`src/rtl/fifo_drain_serializer_pkg.sv`:
```
`default_nettype none
// +----------------------------------------------------------------------------+
// | Package : fifo_drain_pkg                                                   |
// | Purpose : Shared types and widths for the FIFO drain serializer.           |
// |           drain_state_t - FSM encoding (IDLE, REQ, LOAD, SEND)             |
// |           BYTE_W        - width of one serialized byte                     |
// |           FIFO_W        - width of one word of the upstream FIFO           |
// | Config  : FIFO_DRAIN_PARITY_EN is not used here.                           |
// | Revision: 1.0 - initial release                                            |
// +----------------------------------------------------------------------------+
package fifo_drain_pkg;

  localparam int BYTE_W = 8;
  localparam int FIFO_W = 32;

  typedef enum logic [1:0] {
    IDLE = 2'd0,
    REQ  = 2'd1,
    LOAD = 2'd2,
    SEND = 2'd3
  } drain_state_t;

endpackage
`default_nettype wire

```
`src/rtl/fifo_drain_serializer_if.sv`:
```
`default_nettype none
// +----------------------------------------------------------------------------+
// | Interface: fifo_drain_serializer_if                                        |
// | Purpose  : Bundles the FIFO read side and the byte-stream side of the      |
// |            drain serializer.                                               |
// | Signals  : EN          - block enable (gates new FIFO requests)            |
// |            fifoEMPTY   - FIFO empty flag                                   |
// |            fifoDataOut - FIFO read data, valid the cycle after fifoRD      |
// |            fifoRD      - FIFO read strobe                                  |
// |            byteOut     - serialized byte                                   |
// |            byteValid   - byteOut valid                                     |
// |            byteReady   - sink accepts byte                                 |
// |            byteLast    - final byte of the current word                    |
// |            busy        - serializer not idle                               |
// |            byteParity  - even parity of byteOut (FIFO_DRAIN_PARITY_EN)     |
// | Modports : master - the serializer; slave - its environment.               |
// | Config   : FIFO_DRAIN_PARITY_EN adds byteParity.                           |
// | Revision : 1.0 - initial release                                           |
// +----------------------------------------------------------------------------+
interface fifo_drain_serializer_if
  import fifo_drain_pkg::*;
#(
  parameter int BYTES_PER_WORD = FIFO_W / BYTE_W
) ();

  localparam int WORD_W = BYTE_W * BYTES_PER_WORD;

  logic              EN;
  logic              fifoEMPTY;
  logic [WORD_W-1:0] fifoDataOut;
  logic              fifoRD;
  logic [BYTE_W-1:0] byteOut;
  logic              byteValid;
  logic              byteReady;
  logic              byteLast;
  logic              busy;
`ifdef FIFO_DRAIN_PARITY_EN
  logic              byteParity;
`endif

  modport master (
    input  EN, fifoEMPTY, fifoDataOut, byteReady,
`ifdef FIFO_DRAIN_PARITY_EN
    output byteParity,
`endif
    output fifoRD, byteOut, byteValid, byteLast, busy
  );

  modport slave (
    output EN, fifoEMPTY, fifoDataOut, byteReady,
`ifdef FIFO_DRAIN_PARITY_EN
    input  byteParity,
`endif
    input  fifoRD, byteOut, byteValid, byteLast, busy
  );

endinterface
`default_nettype wire

```
`src/rtl/fifo_drain_serializer.sv`:
```
`default_nettype none
// +----------------------------------------------------------------------------+
// | Module  : fifo_drain_serializer                                            |
// | Purpose : Pops words from a FIFO read port (RD/EMPTY) and serializes each  |
// |           word into a valid/ready byte stream.                             |
// | Ports   : Clk   - clock, all logic on posedge                              |
// |           Rst_n - asynchronous active-low reset                            |
// |           bus   - fifo_drain_serializer_if.master (FIFO + byte stream)     |
// | Params  : BYTES_PER_WORD - bytes per FIFO word                             |
// |           MSB_FIRST      - 1: most significant byte first, 0: LSB first    |
// | Config  : FIFO_DRAIN_PARITY_EN adds bus.byteParity = ^byteOut (registered).|
// | Revision: 1.0 - initial release                                            |
// +----------------------------------------------------------------------------+
module fifo_drain_serializer
  import fifo_drain_pkg::*;
#(
  parameter int BYTES_PER_WORD = 4,
  parameter bit MSB_FIRST      = 1'b1
) (
  input  logic                    Clk,
  input  logic                    Rst_n,
  fifo_drain_serializer_if.master bus
);

  localparam int WORD_W = BYTE_W * BYTES_PER_WORD;
  localparam int IDX_W  = (BYTES_PER_WORD > 1) ? $clog2(BYTES_PER_WORD) : 1;
  localparam logic [IDX_W-1:0] LAST_IDX = IDX_W'(BYTES_PER_WORD - 1);

  drain_state_t      state_d, state_q;
  logic              fifo_rd_d, fifo_rd_q;
  logic [BYTE_W-1:0] byte_out_d, byte_out_q;
  logic              byte_valid_d, byte_valid_q;
  logic              byte_last_d, byte_last_q;
  logic              busy_d, busy_q;
  logic [WORD_W-1:0] word_d, word_q;
  logic [IDX_W-1:0]  idx_d, idx_q;
`ifdef FIFO_DRAIN_PARITY_EN
  logic              parity_d, parity_q;
`endif

  // Transmit order index i maps to a byte lane of the word.
  function automatic logic [BYTE_W-1:0] pick_byte(input logic [WORD_W-1:0] w,
                                                  input logic [IDX_W-1:0]  i);
    logic [IDX_W-1:0] lane;
    lane = MSB_FIRST ? (LAST_IDX - i) : i;
    return w[int'(lane)*BYTE_W +: BYTE_W];
  endfunction

  always_comb begin
    state_d      = state_q;
    fifo_rd_d    = 1'b0;
    byte_out_d   = byte_out_q;
    byte_valid_d = byte_valid_q;
    byte_last_d  = byte_last_q;
    word_d       = word_q;
    idx_d        = idx_q;

    case (state_q)
      IDLE: begin
        if (bus.EN && !bus.fifoEMPTY) begin
          state_d   = REQ;
          fifo_rd_d = 1'b1;
        end
      end
      REQ: begin
        state_d = LOAD;
      end
      LOAD: begin
        // FIFO data is valid now; first byte goes out straight from it so
        // byteValid rises on the very next cycle.
        word_d       = bus.fifoDataOut;
        idx_d        = '0;
        byte_out_d   = pick_byte(bus.fifoDataOut, '0);
        byte_valid_d = 1'b1;
        byte_last_d  = (LAST_IDX == '0);
        state_d      = SEND;
      end
      SEND: begin
        // Without byteReady everything holds, giving stable backpressure.
        if (bus.byteReady) begin
          if (idx_q == LAST_IDX) begin
            byte_valid_d = 1'b0;
            byte_last_d  = 1'b0;
            // Chain straight into the next request to reach peak rate.
            if (bus.EN && !bus.fifoEMPTY) begin
              state_d   = REQ;
              fifo_rd_d = 1'b1;
            end else begin
              state_d = IDLE;
            end
          end else begin
            idx_d       = idx_q + 1'b1;
            byte_out_d  = pick_byte(word_q, idx_q + 1'b1);
            byte_last_d = ((idx_q + 1'b1) == LAST_IDX);
          end
        end
      end
      default: begin
        state_d = IDLE;
      end
    endcase

    busy_d = (state_d != IDLE);
  end

`ifdef FIFO_DRAIN_PARITY_EN
  assign parity_d = ^byte_out_d;
`endif

  always_ff @(posedge Clk or negedge Rst_n) begin
    if (!Rst_n) begin
      state_q      <= IDLE;
      fifo_rd_q    <= 1'b0;
      byte_out_q   <= '0;
      byte_valid_q <= 1'b0;
      byte_last_q  <= 1'b0;
      busy_q       <= 1'b0;
      word_q       <= '0;
      idx_q        <= '0;
`ifdef FIFO_DRAIN_PARITY_EN
      parity_q     <= 1'b0;
`endif
    end else begin
      state_q      <= state_d;
      fifo_rd_q    <= fifo_rd_d;
      byte_out_q   <= byte_out_d;
      byte_valid_q <= byte_valid_d;
      byte_last_q  <= byte_last_d;
      busy_q       <= busy_d;
      word_q       <= word_d;
      idx_q        <= idx_d;
`ifdef FIFO_DRAIN_PARITY_EN
      parity_q     <= parity_d;
`endif
    end
  end

  assign bus.fifoRD    = fifo_rd_q;
  assign bus.byteOut   = byte_out_q;
  assign bus.byteValid = byte_valid_q;
  assign bus.byteLast  = byte_last_q;
  assign bus.busy      = busy_q;
`ifdef FIFO_DRAIN_PARITY_EN
  assign bus.byteParity = parity_q;
`endif

endmodule
`default_nettype wire

```
`src/flat_wrapper.sv`:
```
// flat-port wrapper written by rule: the top's interface ports become plain ports
module fifo_drain_serializer_flat import fifo_drain_pkg::*;
#(
  parameter int BYTES_PER_WORD = 4,
  parameter bit MSB_FIRST      = 1'b1
)
  (Clk, Rst_n, bus_EN, bus_fifoEMPTY, bus_fifoDataOut, bus_byteReady, bus_fifoRD, bus_byteOut, bus_byteValid, bus_byteLast, bus_busy);
  fifo_drain_serializer_if #(.BYTES_PER_WORD(BYTES_PER_WORD)) bus_i ();
  input  logic Clk;
  input  logic Rst_n;
  input wire logic [$bits(bus_i.EN)-1:0] bus_EN;
  input wire logic [$bits(bus_i.fifoEMPTY)-1:0] bus_fifoEMPTY;
  input wire logic [$bits(bus_i.fifoDataOut)-1:0] bus_fifoDataOut;
  input wire logic [$bits(bus_i.byteReady)-1:0] bus_byteReady;
  output wire logic [$bits(bus_i.fifoRD)-1:0] bus_fifoRD;
  output wire logic [$bits(bus_i.byteOut)-1:0] bus_byteOut;
  output wire logic [$bits(bus_i.byteValid)-1:0] bus_byteValid;
  output wire logic [$bits(bus_i.byteLast)-1:0] bus_byteLast;
  output wire logic [$bits(bus_i.busy)-1:0] bus_busy;
  assign bus_i.EN = bus_EN;
  assign bus_i.fifoEMPTY = bus_fifoEMPTY;
  assign bus_i.fifoDataOut = bus_fifoDataOut;
  assign bus_i.byteReady = bus_byteReady;
  assign bus_fifoRD = bus_i.fifoRD;
  assign bus_byteOut = bus_i.byteOut;
  assign bus_byteValid = bus_i.byteValid;
  assign bus_byteLast = bus_i.byteLast;
  assign bus_busy = bus_i.busy;
  fifo_drain_serializer #(.BYTES_PER_WORD(BYTES_PER_WORD), .MSB_FIRST(MSB_FIRST)) u_core (.Clk(Clk), .Rst_n(Rst_n), .bus(bus_i));
endmodule
```
`config.mk`:
```
export PLATFORM = sky130hd
export DESIGN_NAME = fifo_drain_serializer_flat
export DESIGN_NICKNAME = d
export VERILOG_FILES = /design/src/rtl/fifo_drain_serializer_pkg.sv /design/src/rtl/fifo_drain_serializer_if.sv /design/src/rtl/fifo_drain_serializer.sv /design/src/flat_wrapper.sv
export SDC_FILE = /design/constraint.sdc
export NUM_CORES = 1
export LEC_CHECK = 0
export ABC_AREA = 1
export BUFFER_PORTS_ARGS = -buffer_cell sky130_fd_sc_hd__buf_2
export CAP_MARGIN = 20
export CORE_ASPECT_RATIO = 1.5
export CORE_MARGIN = 4
export CORE_UTILIZATION = 30
export DETAILED_ROUTE_END_ITERATION = 8
export PLACE_DENSITY_LB_ADDON = 0.1
export SYNTH_ARGS = -nofsm -noshare
export SYNTH_HDL_FRONTEND = slang
export SYNTH_SLANG_ARGS = --single-unit
```
`constraint.sdc`:
```
create_clock -name Clk -period 2.2 [get_ports Clk]
set_clock_uncertainty 0.1 [all_clocks]
set_input_delay 0.11 -clock Clk [delete_from_list [all_inputs] [get_ports Clk]]
set_output_delay 0.11 -clock Clk [all_outputs]
set_load 0.03 [all_outputs]
```
Word level (Yosys, flattened, before mapping)
Cells that the tools add are included.

cells by class
  add/sub/neg operators = 2
  equality and inequality tests = 8
  shifts and indexed selects = 1
  mux-type cells = 21
  reductions and logical operators = 8

operators with widths
  cell                 number
  $shiftx 32x6->8      1
  $mux 8               2
  $pmux 8 s2           1
  $mux 2               5
  $eq 2x2->1 const B   4
  $mux 1               8
  $pmux 2 s4           1
  $pmux 1 s2           3
  $reduce_and 3->1     2
  $ne 2x2->1 const B   2
  $pmux 2 s2           1
  $reduce_bool 2->1    2
  $add 2x1->2 const B  1
  $eq 2x1->1 const B   1
  $logic_not 2->1      1
  $ne 2x1->1 const B   1
  $reduce_and 2->1     1
  $sub 2x2->2 const A  1
  $logic_and 1x1->1    1
  $logic_not 1->1      1

storage, ports and cells
  flip-flop bits (word level) = 48
  input port bits = 37
  output and inout port bits = 12
  logic and storage cells = 48

Logic depth before layout (Yosys ltp)
  word-level depth = 7
  depth in mapped cells = 10
  depth with buffers taken out = 9

Worst setup path after synthesis
No wires, ideal clock.

  kind = reg-to-reg
  start point = register u_core.idx_q[0]
  end point = register u_core.byte_out_q[1] (netlist: u_core.bus.byteOut[1])
  setup time = 117 ps
  arrival = 1413 ps
  data required time = 1983 ps
  setup slack = 571 ps
  stages on the path, launching flop included = 11
  path buffers = 2
  period minus slack after synthesis = 1629 ps
  cell sequence = dfrtp_1 buf_4 inv_2 buf_6 ha_1 inv_1 nand3_1 nand2_1 nand2_1 nand2_1 nand2_1

between the ends
  cells in the longest elaborated chain, start to end = 6
  elaborated cells between the ends (all ways) = 9
  those cells by class = 2 x add/sub; 2 x eq/ne; 1 x shift; 3 x mux; 1 x reduce/logical

ends and longest elaborated chain
  item                    RTL line                      source
  from (decl)             fifo_drain_serializer.sv:36   logic [IDX_W-1:0] idx_d, idx_q;
  from (signal assigned)  fifo_drain_serializer.sv:131  idx_q <= idx_d;
  $add 2x1->2             fifo_drain_serializer.sv:93   byte_out_d = pick_byte(word_q, idx_q + 1'b1);
  $sub 2x2->2             fifo_drain_serializer.sv:45   lane = MSB_FIRST ? (LAST_IDX - i) : i;
  $shiftx 32x6->8         fifo_drain_serializer.sv:46   return w[int'(lane)*BYTE_W +: BYTE_W];
  $mux 8                  fifo_drain_serializer.sv:81   if (idx_q == LAST_IDX) begin
  $mux 8                  fifo_drain_serializer.sv:80   if (bus.byteReady) begin
  $pmux 8 s2              fifo_drain_serializer.sv:58   case (state_q)
  to (signal assigned)    fifo_drain_serializer.sv:126  byte_out_q <= byte_out_d;
  to (decl)               fifo_drain_serializer.sv:31   logic [BYTE_W-1:0] byte_out_d, byte_out_q;

Parallel ways exist; a longest one is shown, timed or not. The select of a mux whose other input is x is not followed.
A chain may end at the register's enable or synchronous reset.

Final worst setup path
  start point = register u_core.state_q[1]
  end point = register u_core.byte_out_q[2] (netlist: u_core.bus.byteOut[2])

between the ends
  cells in the longest elaborated chain, start to end = 3
  elaborated cells between the ends (all ways) = 7
  those cells by class = 4 x eq/ne; 1 x mux; 2 x reduce/logical

ends and longest elaborated chain
  item                                                              RTL line                      source
  from (decl)                                                       fifo_drain_serializer.sv:29   drain_state_t state_d, state_q;
  from (signal assigned)                                            fifo_drain_serializer.sv:124  state_q <= state_d;
  $eq 2x2->1                                                        fifo_drain_serializer.sv:58
  $ne 2x2->1 (no source line) or $reduce_bool 2->1 (tied branches)  --
  $reduce_and 3->1 (no source line)                                 --

Parallel ways exist; a longest one is shown, timed or not.

==> metrics.md <==
| Metric | Value |
|---|---|
| R2R setup slack | between 0.4 and 0.5 ns |
| Setup TNS | 0 ns |
| DRT iter0 DRCs | 66 |
| # port buffers | between 40 and 50 |
| Buffers plus inverters on the worst setup path | 1 |
| Slowest CP cell | ha_1 |
| Finished Cell Area | between 3000 and 4000 um^2 |
| Worst Hold Launch | bus_fifoDataOut[24] |
| Total Power | between 4 and 5 mW |
| Hold path depth | 3 |
| Post-DP Area | between 2000 and 3000 um^2 |
| Setup bufs post-CTS | 0 |
| WHS | around 0.0018 ns |
| RePlAce Congestion | 0.7666 |
| Worst Setup Start Kind | flip-flop |
| ANT cells | 0 |
| Placement row count | 39 |
| DIE AREA | slightly above 9000 um^2 |
| Pre-antenna DRT Iters | 4 |
| Worst path cell trace | ha_1, inv_2, nor2_4, nand3_1, nand2_1, o21ai_1 |
| Yosys warning count | 0 |
| Slew margin rel. | 60.76% |
| Clock Latency Late Sink | roughly 0.28 ns |
| Via density | between 4 and 5 |
| Hold Crit Class | in -> reg |
| Cell taking the most area after synthesis | dfrtp_1 |
| Sequential cell area | between 1000 and 1500 um^2 |
| Maximum vdd ir drop | just under 0.0005 V |
| Synth area leaders | dfrtp_1 52%, nand2_1 27%, nand3_1 4.3% |
| Cells after Synth | ~300 |
| Cell leakage power | ~1.7 nW |
| CP top delay family | adder cells |
| Req. time, crit path | 2.27 ns |
| Die Y | 115.7 um |
| Filler cells | 814 |
| Layout cell share with drive strength beyond 1 | between 10% and 20% |
| FF-to-FF End | u_core.bus.byteOut[2] |
| Sink Count | 48 |
| PD cells | about 1400 nW/um^2 |
| Pin count of the biggest net entering global routing | 31 |
| Max Cap Viol | 0 |
| Status | completed |
| Endpoints failing setup | 0 |
| Synth Register Bits | 48 |
| Hpwl dp | around 4300 um |
| Initial antenna violation count | 0 |
| Clk buf depth | 2 |
| Post-route ant nets | 0 |
| CTS buffer count | 5 |
| Max H-tree Level | 2 |
| GRT overflow | 0 |
| Cts hold-fix bufs | 30 |
| Area Overhead vs Synth | 34.82% |
| Slew @ Worst Pin | 0.5887 ns |
| Initial Util | between 30% and 40% |
| Final #Nets | 425 |
| CTS resizes | 0 |
| Final Max Slew Viols | 0 |
| GRT Util Overall | ~15% |
| Routed WL | 5991 um |
| First-pass GRT wire length | between 10000 and 15000 um |
| WHS Endpoint | u_core.word_q[24] |
| Vias in the first global route | 2182 |
| Clk Tree Root Cell | clkbuf_16 |
| Net Count, Synth | roughly 340 |
| Die width | around 80 um |
| R2R depth | 6 |
| Period utilisation layout | between 70 and 80% |
| IO Count | roughly 50 |
| Post-route DRC | 0 |
| CTS tree | yes |
| Crit end category | flip-flop |
| Fin crit period | 1.708 ns |
| Multi-input gate area | between 900 and 1000 um^2 |
| Yosys cell types | 26 |
| Avg Cell Area, Syn | around 7.7 um^2 |
| Critical Path Max Stage Delay | approximately 0.55 ns |
| Placeable Area | about 7600 um^2 |
| Fmax | just under 0.6 GHz |
| Sequential fraction of the synthesis area | between 50% and 60% |
| Reg-to-reg startpoint | u_core.state_q[1] |
| Routed wirelength normalized by instance count | 12.40 um |
| Hold Vio Cnt, Final | 0 |
| Clock transition at path regs | ~0.06 ns |
| Arrival @ worst endpoint | around 1.8 ns |
| Synth Cell Area | 2321 um^2 |
| RSZ-0062 raised after global routing | false |
| Yosys top cell area share | 51.75% |
| Crit path max fanout | 15 |
| Vias | ~2100 |
| Setup CP Type | reg -> reg |
==> how the worst max path moves through the flow <==
stage                            startpoint               endpoint  slack, ns  cells after the start
final                     u_core.state_q[1]  u_core.bus.byteOut[2]       0.49                      6
after detailed placement  u_core.state_q[1]  u_core.bus.byteOut[2]       0.50                      6
after floorplan             u_core.idx_q[0]  u_core.bus.byteOut[1]       0.57                     10
after CTS                 u_core.state_q[1]  u_core.bus.byteOut[2]       0.48                      6
after global placement      u_core.idx_q[1]  u_core.bus.byteOut[1]       0.54                      7
after global routing      u_core.state_q[1]  u_core.bus.byteOut[2]       0.23                      6
==> flip-flops by register name (all words and copies together) (netlist names) <==
signal                flops
u_core.bus.busy           1
u_core.idx_q              2
u_core.bus.byteValid      1
u_core.bus.byteOut        8
u_core.bus.fifoRD         1
u_core.word_q            32
u_core.state_q            2
u_core.bus.byteLast       1
==> cell type report <==
cell class	instances	area share, %
tap	102	4.078
timing repair buffer	84	18.71
inverter	18	2.279
multi-input combinational	225	31.59
sequential	48	38.38
clock buffer	5	3.998
clock inverter	1	0.9596
==> cell usage in the layout (no fill, tap or decap), types with 2 or more instances in the layout <==
| cell type | synthesis | final |
|---|---|---|
| a21oi_1 | 6 | 6 |
| o21ai_1 | 5 | 5 |
| o21ai_0 | 3 | 3 |
| inv_2 | 4 | 4 |
| nand2_2 | 2 | 2 |
| clkbuf_16 | 0 | 5 |
| nor2_1 | 6 | 6 |
| ha_1 | 6 | 6 |
| nand3_1 | 20 | 20 |
| inv_1 | 12 | 12 |
| buf_2 | 3 | 48 |
| nand2_1 | 169 | 169 |
| dfrtp_1 | 48 | 48 |
| buf_4 | 1 | 6 |
| dlygate4sd3_1 | 0 | 30 |
==> report_power, final <==
group          switching [mW]  total [mW]  internal, mW
Clock                   0.298       0.822         0.523
Combinational            1.43        2.14         0.704
Sequential              0.232        1.55          1.32
==> synthesized netlist by cell type, drive strengths merged <==
cell	n
inv	17
clkbuf	3
or2	2
nand2	172
clkinv	1
o22ai	1
o21ai	9
a21oi	6
ha	6
nor2	8
nand3	21
dfrtp	48
buf	7
==> per-stage QoR <==
stage / util, % / std cells / setup WS [ns]
floorplan: - / 301 / 0.5707
global placement: 35.35 / 447 / 0.5375
detailed placement: 35.35 / 447 / 0.4970
CTS: 41.37 / 483 / 0.4847
global route: 41.37 / 483 / 0.2343
finish: 41.37 / 483 / 0.4924
==> metal layers <==
layer | track usage (%) | part of all wire, %
met5 | 0 | 0
met1 | 17.56 | 43
met4 | 4.397 | 1.4
met2 | 26.72 | 52
met3 | 2.333 | 3.1
==> worst min-delay path: cells and delay by family <==
kind,cells,cell delay [ns]
compound gates,1,0.07
buf+inv,2,0.16
==> logic make-up (layout without fill, tap and decap cells) <==
group,Yosys count,count (layout),synth area share [%]
and+or+nand+nor,203,203,35.69
DFF,48,48,51.75
buffers and inverters,28,108,5.660
AOI/OAI and AO/OA,16,16,3.666
adders and majority gates,6,6,3.234
Note: power is estimated with default switching activity, not from simulation.
